**config.mk**
```make
export PLATFORM = sky130hd
export DESIGN_NAME = framebuffer_axis_streamer
export DESIGN_NICKNAME = d
export VERILOG_FILES = /design/src/rtl/framebuffer_axis_streamer_pkg.sv /design/src/rtl/framebuffer_axis_streamer_pixel_skid_fifo.sv /design/src/rtl/framebuffer_axis_streamer.sv
export SDC_FILE = /design/constraint.sdc
export NUM_CORES = 1
export LEC_CHECK = 0
export BUFFER_PORTS_ARGS = -buffer_cell sky130_fd_sc_hd__buf_4
export CORE_MARGIN = 2
export CORE_UTILIZATION = 50
export DETAILED_ROUTE_END_ITERATION = 12
export PLACE_DENSITY = 0.7
export SLEW_MARGIN = 40
export SYNTH_ARGS = -nofsm -noshare
export SYNTH_HDL_FRONTEND = slang
export SYNTH_SLANG_ARGS = --single-unit
```
**constraint.sdc**
```tcl
create_clock -name clk -period 2.5 [get_ports clk]
set_input_delay 0.375 -clock clk [delete_from_list [all_inputs] [get_ports clk]]
set_output_delay 0.375 -clock clk [all_outputs]
set_load 0.01 [all_outputs]
```
**src/rtl/framebuffer_axis_streamer_pkg.sv**
```systemverilog
// Shared definitions for the framebuffer streamer: RGBA4444 field layout and FSM state encoding.
// Consumers: framebuffer_axis_streamer and its pixel skid FIFO.
package framebuffer_axis_streamer_pkg;

  localparam int unsigned COLOR_R_POS           = 12;
  localparam int unsigned COLOR_G_POS           = 8;
  localparam int unsigned COLOR_B_POS           = 4;
  localparam int unsigned COLOR_A_POS           = 0;
  localparam int unsigned COLOR_SUB_PIXEL_WIDTH = 4;
  localparam int unsigned PIXEL_WIDTH           = 16;

  typedef enum logic [1:0] {
    IDLE   = 2'd0,
    STREAM = 2'd1,
    DRAIN  = 2'd2
  } streamState_e;

  function automatic logic [PIXEL_WIDTH-1:0] packPixel(
    input logic [COLOR_SUB_PIXEL_WIDTH-1:0] r,
    input logic [COLOR_SUB_PIXEL_WIDTH-1:0] g,
    input logic [COLOR_SUB_PIXEL_WIDTH-1:0] b,
    input logic [COLOR_SUB_PIXEL_WIDTH-1:0] a
  );
    logic [PIXEL_WIDTH-1:0] p;
    p = '0;
    p[COLOR_R_POS +: COLOR_SUB_PIXEL_WIDTH] = r;
    p[COLOR_G_POS +: COLOR_SUB_PIXEL_WIDTH] = g;
    p[COLOR_B_POS +: COLOR_SUB_PIXEL_WIDTH] = b;
    p[COLOR_A_POS +: COLOR_SUB_PIXEL_WIDTH] = a;
    return p;
  endfunction

endpackage

```
**src/rtl/framebuffer_axis_streamer_pixel_skid_fifo.sv**
```systemverilog
// pixel_skid_fifo: 2-entry FIFO carrying {last, pixel}; head is presented combinationally.
// Simultaneous push and pop are allowed, including on a full FIFO.
module framebuffer_axis_streamer_pixel_skid_fifo
  import framebuffer_axis_streamer_pkg::*;
#(
  parameter int unsigned WIDTH = PIXEL_WIDTH + 1
) (
  input  logic             clk,
  input  logic             reset,
  input  logic             push,
  input  logic [WIDTH-1:0] pushData,
  input  logic             pop,
  output logic [WIDTH-1:0] popData,
  output logic [1:0]       count
);

  logic [WIDTH-1:0] mem [2];
  logic             wrPtr;
  logic             rdPtr;
  logic             doPop;

  assign doPop   = pop && (count != 2'd0);
  assign popData = mem[rdPtr];

  always_ff @(posedge clk) begin
    if (push) begin
      mem[wrPtr] <= pushData;
    end
  end

  always_ff @(posedge clk) begin
    if (reset) begin
      wrPtr <= 1'b0;
      rdPtr <= 1'b0;
      count <= 2'd0;
    end else begin
      if (push) begin
        wrPtr <= ~wrPtr;
      end
      if (doPop) begin
        rdPtr <= ~rdPtr;
      end
      count <= count + {1'b0, push} - {1'b0, doPop};
    end
  end

  // Upstream credit accounting must make this impossible.
  always_ff @(posedge clk) begin
    if (!reset) begin
      assert (!(push && (count == 2'd2) && !doPop));
    end
  end

endmodule

```
**src/rtl/framebuffer_axis_streamer.sv**
```systemverilog
// Scans an RGBA4444 framebuffer out of a synchronous-read RAM as a 16-bit AXI Stream frame.
// Define FB_STREAMER_VFLIP_EN to scan lines bottom-to-top.
module framebuffer_axis_streamer
  import framebuffer_axis_streamer_pkg::*;
#(
  parameter int unsigned X_RES         = 128,
  parameter int unsigned Y_RES         = 128,
  parameter int unsigned FB_ADDR_WIDTH = 14
) (
  input  logic                     clk,
  input  logic                     reset,
  input  logic                     start,
  output logic                     busy,
  output logic                     frameDone,
  output logic                     memReadEn,
  output logic [FB_ADDR_WIDTH-1:0] memReadAddr,
  input  logic [15:0]              memReadData,
  output logic                     m_axis_tvalid,
  input  logic                     m_axis_tready,
  output logic                     m_axis_tlast,
  output logic [15:0]              m_axis_tdata
);

  localparam int unsigned NumPix = X_RES * Y_RES;
  localparam int unsigned CntW   = $clog2(NumPix) + 1;

  localparam logic [CntW-1:0]          LastPix   = CntW'(NumPix - 1);
  localparam logic [CntW-1:0]          NumPixCnt = CntW'(NumPix);
  localparam logic [FB_ADDR_WIDTH-1:0] XLast     = FB_ADDR_WIDTH'(X_RES - 1);
  localparam logic [FB_ADDR_WIDTH-1:0] XStep     = FB_ADDR_WIDTH'(X_RES);
`ifdef FB_STREAMER_VFLIP_EN
  localparam logic [FB_ADDR_WIDTH-1:0] RowBaseInit = FB_ADDR_WIDTH'((Y_RES - 1) * X_RES);
`else
  localparam logic [FB_ADDR_WIDTH-1:0] RowBaseInit = '0;
`endif

  streamState_e             state;
  logic [FB_ADDR_WIDTH-1:0] x;
  logic [FB_ADDR_WIDTH-1:0] rowBase;
  logic [CntW-1:0]          issueCount;
  logic [CntW-1:0]          emitCount;
  logic                     inFlight;
  logic [1:0]               fifoCount;
  logic [PIXEL_WIDTH:0]     fifoHead;
  logic [PIXEL_WIDTH:0]     fifoIn;
  logic                     pop;
  logic                     lastBeat;
  logic [2:0]               occupancy;

  assign m_axis_tvalid = (fifoCount != 2'd0);
  assign m_axis_tlast  = m_axis_tvalid && fifoHead[PIXEL_WIDTH];
  assign m_axis_tdata  = packPixel(fifoHead[COLOR_R_POS +: COLOR_SUB_PIXEL_WIDTH],
                                   fifoHead[COLOR_G_POS +: COLOR_SUB_PIXEL_WIDTH],
                                   fifoHead[COLOR_B_POS +: COLOR_SUB_PIXEL_WIDTH],
                                   fifoHead[COLOR_A_POS +: COLOR_SUB_PIXEL_WIDTH]);

  assign pop      = m_axis_tvalid && m_axis_tready;
  assign lastBeat = pop && fifoHead[PIXEL_WIDTH];

  // A pop this cycle frees a slot before the read issued now lands, keeping 1 pixel/cycle.
  assign occupancy = {1'b0, fifoCount} + {2'b00, inFlight};
  assign memReadEn = (state == STREAM) && (issueCount != NumPixCnt) &&
                     (occupancy < (3'd2 + {2'b00, pop}));
  assign memReadAddr = rowBase + x;

  assign fifoIn = {(emitCount == LastPix), memReadData};

  framebuffer_axis_streamer_pixel_skid_fifo #(
    .WIDTH (PIXEL_WIDTH + 1)
  ) u_pixel_skid_fifo (
    .clk      (clk),
    .reset    (reset),
    .push     (inFlight),
    .pushData (fifoIn),
    .pop      (pop),
    .popData  (fifoHead),
    .count    (fifoCount)
  );

  always_ff @(posedge clk) begin
    if (reset) begin
      state      <= IDLE;
      busy       <= 1'b0;
      frameDone  <= 1'b0;
      x          <= '0;
      rowBase    <= '0;
      issueCount <= '0;
      emitCount  <= '0;
      inFlight   <= 1'b0;
    end else begin
      frameDone <= 1'b0;
      inFlight  <= memReadEn;
      if (inFlight) begin
        emitCount <= emitCount + CntW'(1);
      end
      unique case (state)
        IDLE: begin
          // The frameDone cycle is still part of the finished frame.
          if (start && !frameDone) begin
            state      <= STREAM;
            busy       <= 1'b1;
            x          <= '0;
            rowBase    <= RowBaseInit;
            issueCount <= '0;
            emitCount  <= '0;
          end
        end
        STREAM: begin
          if (memReadEn) begin
            issueCount <= issueCount + CntW'(1);
            if (x == XLast) begin
              x <= '0;
`ifdef FB_STREAMER_VFLIP_EN
              rowBase <= rowBase - XStep;
`else
              rowBase <= rowBase + XStep;
`endif
            end else begin
              x <= x + FB_ADDR_WIDTH'(1);
            end
            if (issueCount == LastPix) begin
              state <= DRAIN;
            end
          end
        end
        DRAIN: begin
          if (lastBeat) begin
            state     <= IDLE;
            busy      <= 1'b0;
            frameDone <= 1'b1;
            x         <= '0;
            rowBase   <= '0;
          end
        end
        default: state <= IDLE;
      endcase
    end
  end

endmodule
```
==> results of run 1 <==
-- report_power, final --
part	switching (W)	leakage (nW)	internal (W)
clock	0.000506	0.0899	0.000465
sequential	0.0000374	0.804	0.00167
combinational	0.000327	1.12	0.000321
-- area by class of cell --
class / instances / area, µm²
clock inverters: 5 / 58.8
multi-input cells: 319 / 2090
well taps: 108 / 135
inverters: 9 / 33.8
clock buffers: 11 / 131
repair buffers: 66 / 508
flip-flops and latches: 95 / 2250
fillers: 759 / 3470
-- metrics by stage --
step	setup TNS (ns)	instances	hold WS (ns)	util	cell area (µm²)
after floorplan	0	446	0.454	-	4460
after global placement	0	596	0.463	0.574	4980
after detailed placement	0	596	0.490	0.574	4980
after CTS	0	613	0.182	0.597	5180
after global routing	-0.0250	613	0.181	0.600	5210
final	0	613	0.205	0.600	5210
-- repair_timing --
action / 4_1_cts / 5_1_grt
gates resized for setup: 2 / 7
pin swaps: 1 / 0
hold buffers: 0 / 0
cloned: 0 / 0
buffers inserted: 1 / 0
setup endpoints to repair: 1 / 1
-- cell usage in the layout (no fill, tap or decap), drive strengths merged, types with 2 or more instances in the layout --
| cell type | instances |
|---|---|
| buf | 66 |
| dfxtp | 61 |
| nor2 | 49 |
| edfxtp | 34 |
| nand2 | 33 |
| a21oi | 31 |
| xor2 | 26 |
| o21ai | 20 |
| nand4 | 18 |
| mux2 | 16 |
| ha | 16 |
| nand3 | 14 |
| xnor2 | 11 |
| nor3 | 11 |
| and3 | 11 |
| clkbuf | 11 |
| or3 | 10 |
| inv | 9 |
| nor2b | 5 |
| nand3b | 5 |
| a31oi | 5 |
| or2 | 5 |
| nand2b | 4 |
| nor4 | 3 |
| mux2i | 3 |
| and4 | 3 |
| a21o | 2 |
| a31o | 2 |
| o32ai | 2 |
| clkinvlp | 2 |
| clkinv | 2 |
-- sequential cells by signal, summed over array words and instances, names as in the netlist, named ones only --
| signal | flops |
|---|---|
| busy | 1 |
| state | 2 |
| x | 14 |
| issueCount | 15 |
| u_pixel_skid_fifo.count | 2 |
| u_pixel_skid_fifo.wrPtr | 1 |
| rowBase | 7 |
| frameDone | 1 |
| emitCount | 15 |
| u_pixel_skid_fifo.mem | 34 |
| inFlight | 1 |
| u_pixel_skid_fifo.rdPtr | 1 |
-- cells in the mapped netlist, types with 4 or more instances --
master	instances	area, µm²
xor2_1	26	228
edfxtp_1	34	1020
nor2b_1	5	31.3
xnor2_1	11	96.3
mux2_2	16	180
or3_1	10	62.6
nor3_1	11	55.1
buf_2	5	25.0
clkbuf_1	15	56.3
inv_1	8	30.0
nand4_1	18	113
nand2b_1	4	25.0
o21ai_1	12	60.1
nor2_1	48	180
ha_1	16	200
nand2_1	33	124
a21oi_1	31	155
nand3b_1	5	37.5
dfxtp_1	61	1220
nand3_1	13	65.1
o21ai_0	8	40.0
a31oi_1	4	25.0
and3_1	11	68.8
-- layer usage --
metal | share of wire | wire, µm | vias up
met5 | 0 | 0 | -
met3 | 0.038 | 333 | 12
met4 | 0.015 | 134 | 0
li1 | - | - | 1700
met2 | 0.49 | 4300 | 68
met1 | 0.46 | 4060 | 1576
-- kinds of logic after synthesis --
group                    after synthesis  synth area share
adder cells (fa/ha/maj)               16            0.0449
AND/OR/NAND/NOR                      178             0.207
buffers and inverters                 32            0.0326
other                                  1          0.000841
flip-flops                            95             0.503
AO/OA/AOI/OAI                         68            0.0918
multiplexers                          19            0.0472
XOR/XNOR                              37            0.0727
-- final timing paths --
kind / from / to / slack [ns] / depth (start not counted)
worst max register to register: issueCount[0] / x[11] / 0.32 / 8
worst min register to register: issueCount[1] / issueCount[1] / 0.50 / 2
worst max-delay path: rowBase[8] / memReadAddr[12] / 0.09 / 8
worst min-delay path: memReadData[0] / u_pixel_skid_fifo.mem[0][0] / 0.20 / 1
==> summary.md, run 1 <==
| Metric | Value |
|---|---|
| Leakage | `2.01 nW` |
| Vias per std cell | `5.47` |
| TritonCTS clock tree | `yes` |
| Cell Chain, Critical Path | `ha_4 > or3_1 > o21ai_0 > a21oi_2 > a21o_1 > a21oi_2 > xnor2_1 > buf_4` |
| CP dominant cell by count | `a21oi_2` |
| Clk_lat worst skew | `0.35 ns` |
| Total Routing Usage GR | `0.187` |
| GRT overflow | `0` |
| Main flop type after synthesis | `dfxtp_1` |
| Initial Util | `0.514` |
| Clk Tree Root Cell | `clkbuf_8` |
| Post-synth design cell area | `0.00446 mm²` |
| Worst relative slew slack | `0.618` |
| Sequential area share after synthesis | `0.503` |
| Final-report hold violation count | `0` |
| Worst Tran Pin Value | `0.569 ns` |
| ANT cells | `0` |
| Syn_nets | `482` |
| VDD IR-drop max | `305 µV` |
| CTS Buf Count | `9` |
| Core area | `0.00868 mm²` |
| Asr flop ratio synth | `0` |
| NumNets Final | `536` |
| Result of the run | `complete, no violations` |
| Unique cell type count in the Yosys netlist | `52` |
| Pwr Total | `0.00333 W` |
| CP Data Arrival Time | `2.04 ns` |
| Pwr dens | `638 mW/mm²` |
| Setup ws final | `0.0870 ns` |
| Layout cells sized above 1 | `0.232` |
| Clock Skew | `0.0136 ns` |
| Worst setup SP type | `flip-flop` |
| Final wirelength | `8830 µm` |
| # port buffers | `54` |
| Placement Setup Slack | `0.353 ns` |
| Largest net degree at the start of global routing | `31` |
| Routability Congestion | `0.786` |
| Post-route ant nets | `0` |
| Buffer depth of the longest clock path | `2` |
| Crit-path slowest cell | `dfxtp_4` |
| Fin crit share | `0.965` |
| Global-route wire length before repair | `14800 µm` |
| Initial antenna violation count | `0` |
| Crit-path max FO | `4` |
| Hold Crit Class | `in2reg` |
| Die Ht | `98.4 µm` |
| Die width | `98.4 µm` |
| Synth Area per Inst | `9.99 µm²` |
| Die area | `0.00968 mm²` |
| Max Fclk | `414 MHz` |
| DR iter-0 viols | `141` |
| Crit Path Category | `reg2out` |
| Drt first pass iters | `4` |
| DRC violations left | `0` |
| Synth warn | `0` |
| CP Capture Type | `primary output` |
| Gate Count Post-Synth | `446` |
| Crit-path max cell delay | `0.37 ns` |
| Fin crit period | `2.41 ns` |
| CP bufs+invs | `1` |
| TritonCTS Sinks | `95` |
| Clk slew on worst S/H paths | `0.09 ns` |
| Worst Path Required | `2.12 ns` |
| Final setup fails | `0` |
| Rows | `34` |
| CP delay by family, top | `compound AO/OA/AOI/OAI gates` |
| Top Ports | `55` |
| Fin. max-slew vios | `0` |
| M1 GR Usage | `0.244` |
| GR peak layer | `met2` |
| Met2 GRT Util | `0.304` |
| Vias | `3356` |
| CTS H-tree lvls | `3` |
| Synth-to-Final Area Change | `16.9%` |
| Vias in the first global route | `3222` |
| GR Util met3 | `0.0355` |
| HPWL after detailed placement | `6180 µm` |
| Maximum Capacitance Violations | `0` |
| Number of synthesized flops with an enable pin | `34` |
| Routed len/inst | `14.4 µm` |
| Yosys reg bits | `95` |
Note: power is estimated with default switching activity, not from simulation.
==> inputs of run 2 (changes only) <==
- PLACE_DENSITY: 0.7 -> 0.73
- clock period: 2.5 -> 2 ns (I/O delays scaled with it)
==> run 2 against run 1 <==
The flow now finishes with violations (negative setup slack); utilization grew 7.2 points; sequential power up 25%; clock skew about the same; sequential share of layout area decreased by 4.5 points; largest cell class is now multi-input gates.
==> summary.md, run 2 (synthesis gave the netlist of run 1 again) <==
| Metric | Value |
|---|---|
| Result of the run | `complete, but fails checks` |
| Violated checks | `negative setup slack` |
| CP bufs+invs | `3 (+2)` |
| Final setup fails | `7 (+7)` |
| Final-report hold violation count | `0 (unchanged)` |
| TritonCTS clock tree | `yes` |
| CP Data Arrival Time | `2.00 ns (-0.04 ns)` |
| Commonest cells after routing, fill and taps aside | `buf_4 (94), dfxtp_1 (50), nor2_1 (45)` |
| Fin crit period | `2.30 ns` |
| Die Ht | `98.4 µm (unchanged)` |
| Maximum Capacitance Violations | `0 (unchanged)` |
| Worst reg-to-reg setup slack | `-0.03 ns (-0.35 ns)` |
| Hold-critical path depth | `1 (unchanged)` |
| Most common cell after layout, fill and taps aside | `buf_4` |
| Cell Chain, Critical Path | `ha_4 > buf_4 > buf_6 > a21oi_2 > nor2b_1 > o21ai_2 > a21oi_2 > xnor2_1 > buf_4` |
| R2R Path Start | `issueCount[0]` |
| Routed len/inst | `15.4 µm (+7.2%)` |
| NumNets Final | `574 (+7.1%)` |
| Hold Crit Class | `in2reg` |
| Crit-path slowest cell | `dfxtp_2` |
| Final wirelength | `10000 µm (+14%)` |
| CTS Buf Count | `9 (unchanged)` |
| Crit-path max cell delay | `0.35 ns (-0.02 ns)` |
| Flop pwr share | `0.477 (-0.036)` |
| Die width | `98.4 µm (unchanged)` |
| Buffer depth of the longest clock path | `2 (unchanged)` |
| Fin crit share | `1.15` |
| Filler instances | `658 (-13%)` |
| Logic pwr share | `0.220 (+0.025)` |
| Finished Layout Cells | `651 (+6.2%)` |
| Setup ws final | `-0.297 ns (-0.385 ns)` |
| VDD IR-drop max | `468 µV (+54%)` |
| Crit-path max FO | `2 (-2)` |
| DR iter-0 viols | `123 (-13%)` |
| R2R depth | `10 (+2)` |
| Sw power | `0.00127 W (+45%)` |
| WHS Endpoint | `u_pixel_skid_fifo.mem[0][0]` |
| Routability Congestion | `0.846 (+7.6%)` |
| Vias in the first global route | `3506 (+8.8%)` |
| Total Routing Usage GR | `0.198 (+0.0110)` |
| Fin. max-slew vios | `0 (unchanged)` |
| Switching Fraction | `0.282 (+0.0205)` |
| Unrepaired setup endpoints after global routing | `yes` |
| Clk pwr share | `0.303 (+0.011)` |
| Clk_lat worst skew | `0.37 ns (+0.02 ns)` |
| Largest net degree at the start of global routing | `31 (unchanged)` |
| Crit Path Category | `reg2out` |
| Largest register FFs | `34 (unchanged)` |
| Top flop regs | `u_pixel_skid_fifo.mem x34, emitCount x15, issueCount x15` |
| CTS H-tree lvls | `3 (unchanged)` |
| Initial Util | `0.514 (unchanged)` |
| TritonCTS Sinks | `95 (unchanged)` |
| Rows | `34 (unchanged)` |
| Synth-to-Final Area Change | `31.0%` |
| Core area | `0.00868 mm² (unchanged)` |
| Leakage | `2.29 nW (+14%)` |
| Final core utilization | `0.673 (+0.0724)` |
| Pwr dens | `768 mW/mm² (+20%)` |
| Worst Path Required | `1.70 ns (-0.42 ns)` |
| Worst setup SP type | `flip-flop` |
| CP Capture Type | `primary output` |
| Clk Tree Root Cell | `clkbuf_8` |
| HPWL after detailed placement | `6660 µm (+7.7%)` |
| ANT cells | `0 (unchanged)` |
| # port buffers | `54 (unchanged)` |
| Drt first pass iters | `4 (unchanged)` |
| Most flop-heavy register | `u_pixel_skid_fifo.mem` |
| Post-route ant nets | `0 (unchanged)` |
| Vias | `3604 (+7.4%)` |
| Hold path startpoint | `memReadData[0]` |
| Int Pwr | `0.00322 W (+31%)` |
| GRT overflow | `0 (unchanged)` |
| Reg-to-reg critical path endpoint | `rowBase[9]` |
| DRC violations left | `0 (unchanged)` |
| CP delay by family, top | `compound AO/OA/AOI/OAI gates` |
| Vias per std cell | `5.54 (+1.1%)` |
| Clk slew on worst S/H paths | `0.11 ns (+0.02 ns)` |
| Max Fclk | `435 MHz` |
| Global-route wire length before repair | `15600 µm (+5.6%)` |
| Layout cells sized above 1 | `0.387 (+0.155)` |
| Placed insts | `627 (+5.2%)` |
| Top Ports | `55 (unchanged)` |
| Die area | `0.00968 mm² (unchanged)` |
| Clock Skew | `0.0140 ns (+0.000375 ns)` |
| Initial antenna violation count | `0 (unchanged)` |
==> run 2: layout make-up <==
class	count	area [µm²]	area share
Sequential cell	95	2260	0.387
Tap cell	108	135	0.0231
Clock inverter	7	95.1	0.0163
Multi-Input combinational cell	319	2350	0.402
Timing Repair Buffer	104	840	0.144
Clock buffer	9	124	0.0212
Inverter	9	36.3	0.00621
==> run 2: stage by stage <==
stage / power (W) / cell area, µm² / hold slack [ns] / setup TNS, ns / setup slack (ns)
2_1_floorplan: 0.00268 / 4460 / 0.399 / 0 / 0.00178
3_3_place_gp: 0.00302 / 5200 / 0.465 / 0 / 0.0104
3_5_place_dp: 0.00305 / 5200 / 0.488 / -0.548 / -0.0918
4_1_cts: 0.00441 / 5530 / 0.0940 / -0.684 / -0.258
5_1_grt: 0.00469 / 5840 / 0.0783 / -2.83 / -0.403
6_report: 0.00449 / 5840 / 0.104 / -1.12 / -0.297
==> run 2: how the worst max path moves through the flow <==
stage / from / endpoint / depth (start not counted)
after CTS: x[8] / memReadAddr[12] / 8
after global routing: x[8] / memReadAddr[11] / 9
after detailed placement: u_pixel_skid_fifo.count[0] / x[11] / 7
after floorplan: x[0] / x[11] / 8
after global placement: u_pixel_skid_fifo.count[0] / x[8] / 7
final: x[8] / memReadAddr[13] / 9
==> run 2: what timing repair did <==
| action | 4_1_cts | 5_1_grt |
|---|---|---|
| hold buffers | 0 | 0 |
| buffers inserted | 5 | 4 |
| cloned | 0 | 1 |
| pin swaps | 11 | 35 |
| endpoints found under the setup margin | 19 | 30 |
| resized for setup | 27 | 59 |
==> run 2: worst reg2reg max path: stages (launching register included) <==
cell and delay [ns]:
dfxtp_2 0.34, inv_2 0.07, ha_4 0.13, nor4bb_4 0.21, nand4_1 0.23, a31o_2 0.35
buf_8 0.15, o21ai_4 0.12, buf_6 0.15, o21ai_1 0.07, a21oi_1 0.15
==> run 2: power by group through the flow <==
stage	Combinational, W	Clock [W]	Sequential, W
global placement	0.000852	0	0.00217
finish	0.000985	0.00136	0.00214
global route	0.00106	0.00148	0.00215
CTS	0.000900	0.00138	0.00214
floorplan	0.000507	0	0.00217
detailed placement	0.000872	0	0.00218
==> run 2: routing by layer <==
| layer | GRT usage | wire (µm) | vias to the layer above |
|---|---|---|---|
| li1 | - | - | 1772 |
| met1 | 0.247 | 4230 | 1744 |
| met2 | 0.342 | 5320 | 70 |
| met3 | 0.0397 | 335 | 18 |
| met4 | 0.0706 | 165 | 0 |
| met5 | 0 | 0 | - |
==> inputs of run 3 (changes only) <==
==> constraint.sdc (replaced) <==
create_clock -name clk -period 2 [get_ports clk]
set_input_delay 0.1 -clock clk [delete_from_list [all_inputs] [get_ports clk]]
set_output_delay 0.1 -clock clk [all_outputs]
set_load 0.01 [all_outputs]
==> run 3 against run 2 <==
The run still ends with negative setup slack left; setup slack better by 0.22 ns; via count grew 3.1%; sequential share of layout area barely moved; non-clock buffer count up 5; hold slack worse by 0.024 ns; register-to-register slack lost 0.04 ns; global-route usage grew 1.4 points; critical path type unchanged; largest cell class unchanged; largest power group unchanged.
==> summary.md, run 3 (synthesis gave the netlist of run 1 again) <==
| Metric | Value |
|---|---|
| Commonest cells after routing, fill and taps aside | `buf_4 (87), dfxtp_1 (51), nor2_1 (47)` |
| Initial antenna violation count | `0 (unchanged)` |
| Vias in the first global route | `3604 (+2.8%)` |
| Crit-path max FO | `5 (+3)` |
| Fin crit share | `1.04 (-0.112)` |
| Synth-to-Final Area Change | `30.9%` |
| Fin. max-slew vios | `0 (unchanged)` |
| ANT cells | `0 (unchanged)` |
| Crit Path Category | `reg2out` |
| Sw power | `0.00126 W (-0.49%)` |
| Pwr dens | `768 mW/mm² (about the same)` |
| Leakage | `2.28 nW (-0.32%)` |
| TritonCTS clock tree | `yes` |
| Final setup fails | `11 (+4)` |
| CTS H-tree lvls | `3 (unchanged)` |
| Unrepaired setup endpoints after global routing | `yes` |
| Flop pwr share | `0.478 (about the same)` |
| Rows | `34 (unchanged)` |
| Post-DP Area | `0.00513 mm² (-1.4%)` |
| Pwr Total | `0.00448 W (about the same)` |
| Worst Path Required | `1.90 ns (+0.20 ns)` |
| Int Pwr | `0.00322 W (about the same)` |
| Die area | `0.00968 mm² (unchanged)` |
| Hold Crit Class | `in2reg` |
| Placement Setup Slack | `-0.0536 ns (+0.0382 ns)` |
| Logic pwr share | `0.226 (+0.006)` |
| TritonCTS Sinks | `95 (unchanged)` |
| Clk slew on worst S/H paths | `0.10 ns (about the same)` |
| Crit-path slowest cell | `dfxtp_2` |
| Max Fclk | `482 MHz (+11%)` |
| Routed len/inst | `16.0 µm (+3.6%)` |
| Routability Congestion | `0.882 (+4.3%)` |
| Most flop-heavy register | `u_pixel_skid_fifo.mem` |
| Largest net degree at the start of global routing | `31 (unchanged)` |
| Crit-path max cell delay | `0.36 ns (about the same)` |
| Placed insts | `617 (-1.6%)` |
| CP dominant cell by count | `a21oi_2` |
| VDD IR-drop max | `422 µV (-9.8%)` |
| Cell Chain, Critical Path | `ha_2 > or3_4 > o21ai_2 > a21oi_2 > a21o_1 > a21oi_2 > xnor2_1 > buf_4` |
| Fin crit period | `2.07 ns (-0.224 ns)` |
| CTS Buf Count | `9 (unchanged)` |
| Switching Fraction | `0.281 (-0.00114)` |
| Post-route ant nets | `0 (unchanged)` |
| Setup ws final | `-0.0739 ns (+0.224 ns)` |
| Clock Skew | `0.0159 ns (+0.00192 ns)` |
| Drt first pass iters | `7 (+3)` |
| Core area | `0.00868 mm² (unchanged)` |
| HPWL after detailed placement | `6830 µm (+2.7%)` |
| Clk Tree Root Cell | `clkbuf_8` |
| Result of the run | `complete, but fails checks` |
| # port buffers | `54 (unchanged)` |
| Final-report hold violation count | `0 (unchanged)` |
| Post-layout instance area | `0.00583 mm² (-0.11%)` |
| Clk pwr share | `0.297 (-0.006)` |
| Filler instances | `674 (+2.4%)` |
| Top flop regs | `u_pixel_skid_fifo.mem x34, emitCount x15, issueCount x15` |
| Most common cell after layout, fill and taps aside | `buf_4` |
| CP Capture Type | `primary output` |
| Top Ports | `55 (unchanged)` |
| DR iter-0 viols | `151 (+23%)` |
| Buffer depth of the longest clock path | `2 (unchanged)` |
| Vias | `3716 (+3.1%)` |
| CP Data Arrival Time | `1.97 ns (-0.03 ns)` |
| Violated checks | `negative setup slack` |
| Clk_lat worst skew | `0.37 ns (about the same)` |
| Layout cells sized above 1 | `0.330 (-0.0564)` |
| Die width | `98.4 µm (unchanged)` |
| Vias per std cell | `5.66 (+2.3%)` |
| Maximum Capacitance Violations | `0 (unchanged)` |
| Die Ht | `98.4 µm (unchanged)` |
| Initial Util | `0.514 (unchanged)` |
| DRC violations left | `0 (unchanged)` |
| Worst setup SP type | `flip-flop` |
| Finished Layout Cells | `656 (+0.77%)` |
| GRT overflow | `0 (unchanged)` |
| NumNets Final | `579 (+0.87%)` |
| Global-route wire length before repair | `16600 µm (+6.3%)` |
| Final wirelength | `10500 µm (+4.4%)` |
| Total Routing Usage GR | `0.212 (+0.0141)` |
| Largest register FFs | `34 (unchanged)` |
[run 3: cell types whose count changed in the layout (fill, tap and decap cells not counted), sizes merged]
| cell | previous run | this run |
|---|---|---|
| dlygate4sd3 | 0 | 16 |
| buf | 103 | 92 |
| clkinv | 3 | 2 |
| inv | 12 | 13 |
[run 3: cell type report]
class	instances	area, µm²	area share
tap	108	135	0.0232
sequential	95	2260	0.387
multi-input combinational	319	2290	0.393
clock buffer	9	124	0.0212
inverter	9	33.8	0.00579
timing repair buffer	109	907	0.156
clock inverter	7	83.8	0.0144
[run 3: per-layer routing]
metal	vias to the layer above	global-route usage	wire (µm)
li1	1786	-	-
met1	1806	0.247	4130
met2	110	0.394	5680
met3	14	0.0355	516
met4	0	0.0695	159
met5	-	0	0
[run 3: through the flow]
step | util | hold WS, ns | setup TNS (ns)
global route | 0.672 | 0.0807 | -1.40
global placement | 0.591 | 0.286 | 0
floorplan | - | 0.199 | 0
finish | 0.672 | 0.0798 | -0.476
CTS | 0.641 | 0.0811 | -0.0944
detailed placement | 0.591 | 0.288 | -0.329
[run 3: path summary, 6_finish.rpt]
check | slack [ns] | endpoint | cells past startpoint | from
max | -0.07 | memReadAddr[12] | 8 | rowBase[9]
min | 0.08 | rowBase[8] | 2 | reset
max reg2reg | -0.07 | rowBase[12] | 8 | issueCount[10]
min reg2reg | 0.50 | emitCount[14] | 2 | emitCount[14]
[run 3: worst max-delay path: cells and delay by family (launching register included)]
kind / cells / cell delay [ns]
xor gates and xnor gates: 1 / 0.13
adders and majority gates: 1 / 0.20
DFF: 1 / 0.36
buffers and inverters: 1 / 0.14
and+or+nand+nor: 1 / 0.36
AOI/OAI and AO/OA: 4 / 0.43
[run 3: power groups by stage]
stage	Clock, W	Sequential [W]	Combinational (W)
after detailed placement	0	0.00218	0.000870
after CTS	0.00136	0.00213	0.000912
final	0.00133	0.00214	0.00101
after floorplan	0	0.00217	0.000507
after global placement	0	0.00217	0.000845
after global routing	0.00145	0.00215	0.00109
[run 3: what timing repair did]
| action | CTS | global route |
|---|---|---|
| setup endpoints to repair | 18 | 40 |
| pin swaps | 6 | 25 |
| hold buffers | 16 | 0 |
| hold endpoints to repair | 32 | 0 |
| resized for setup | 14 | 49 |
| buffers inserted | 4 | 3 |
| gates cloned | 0 | 1 |
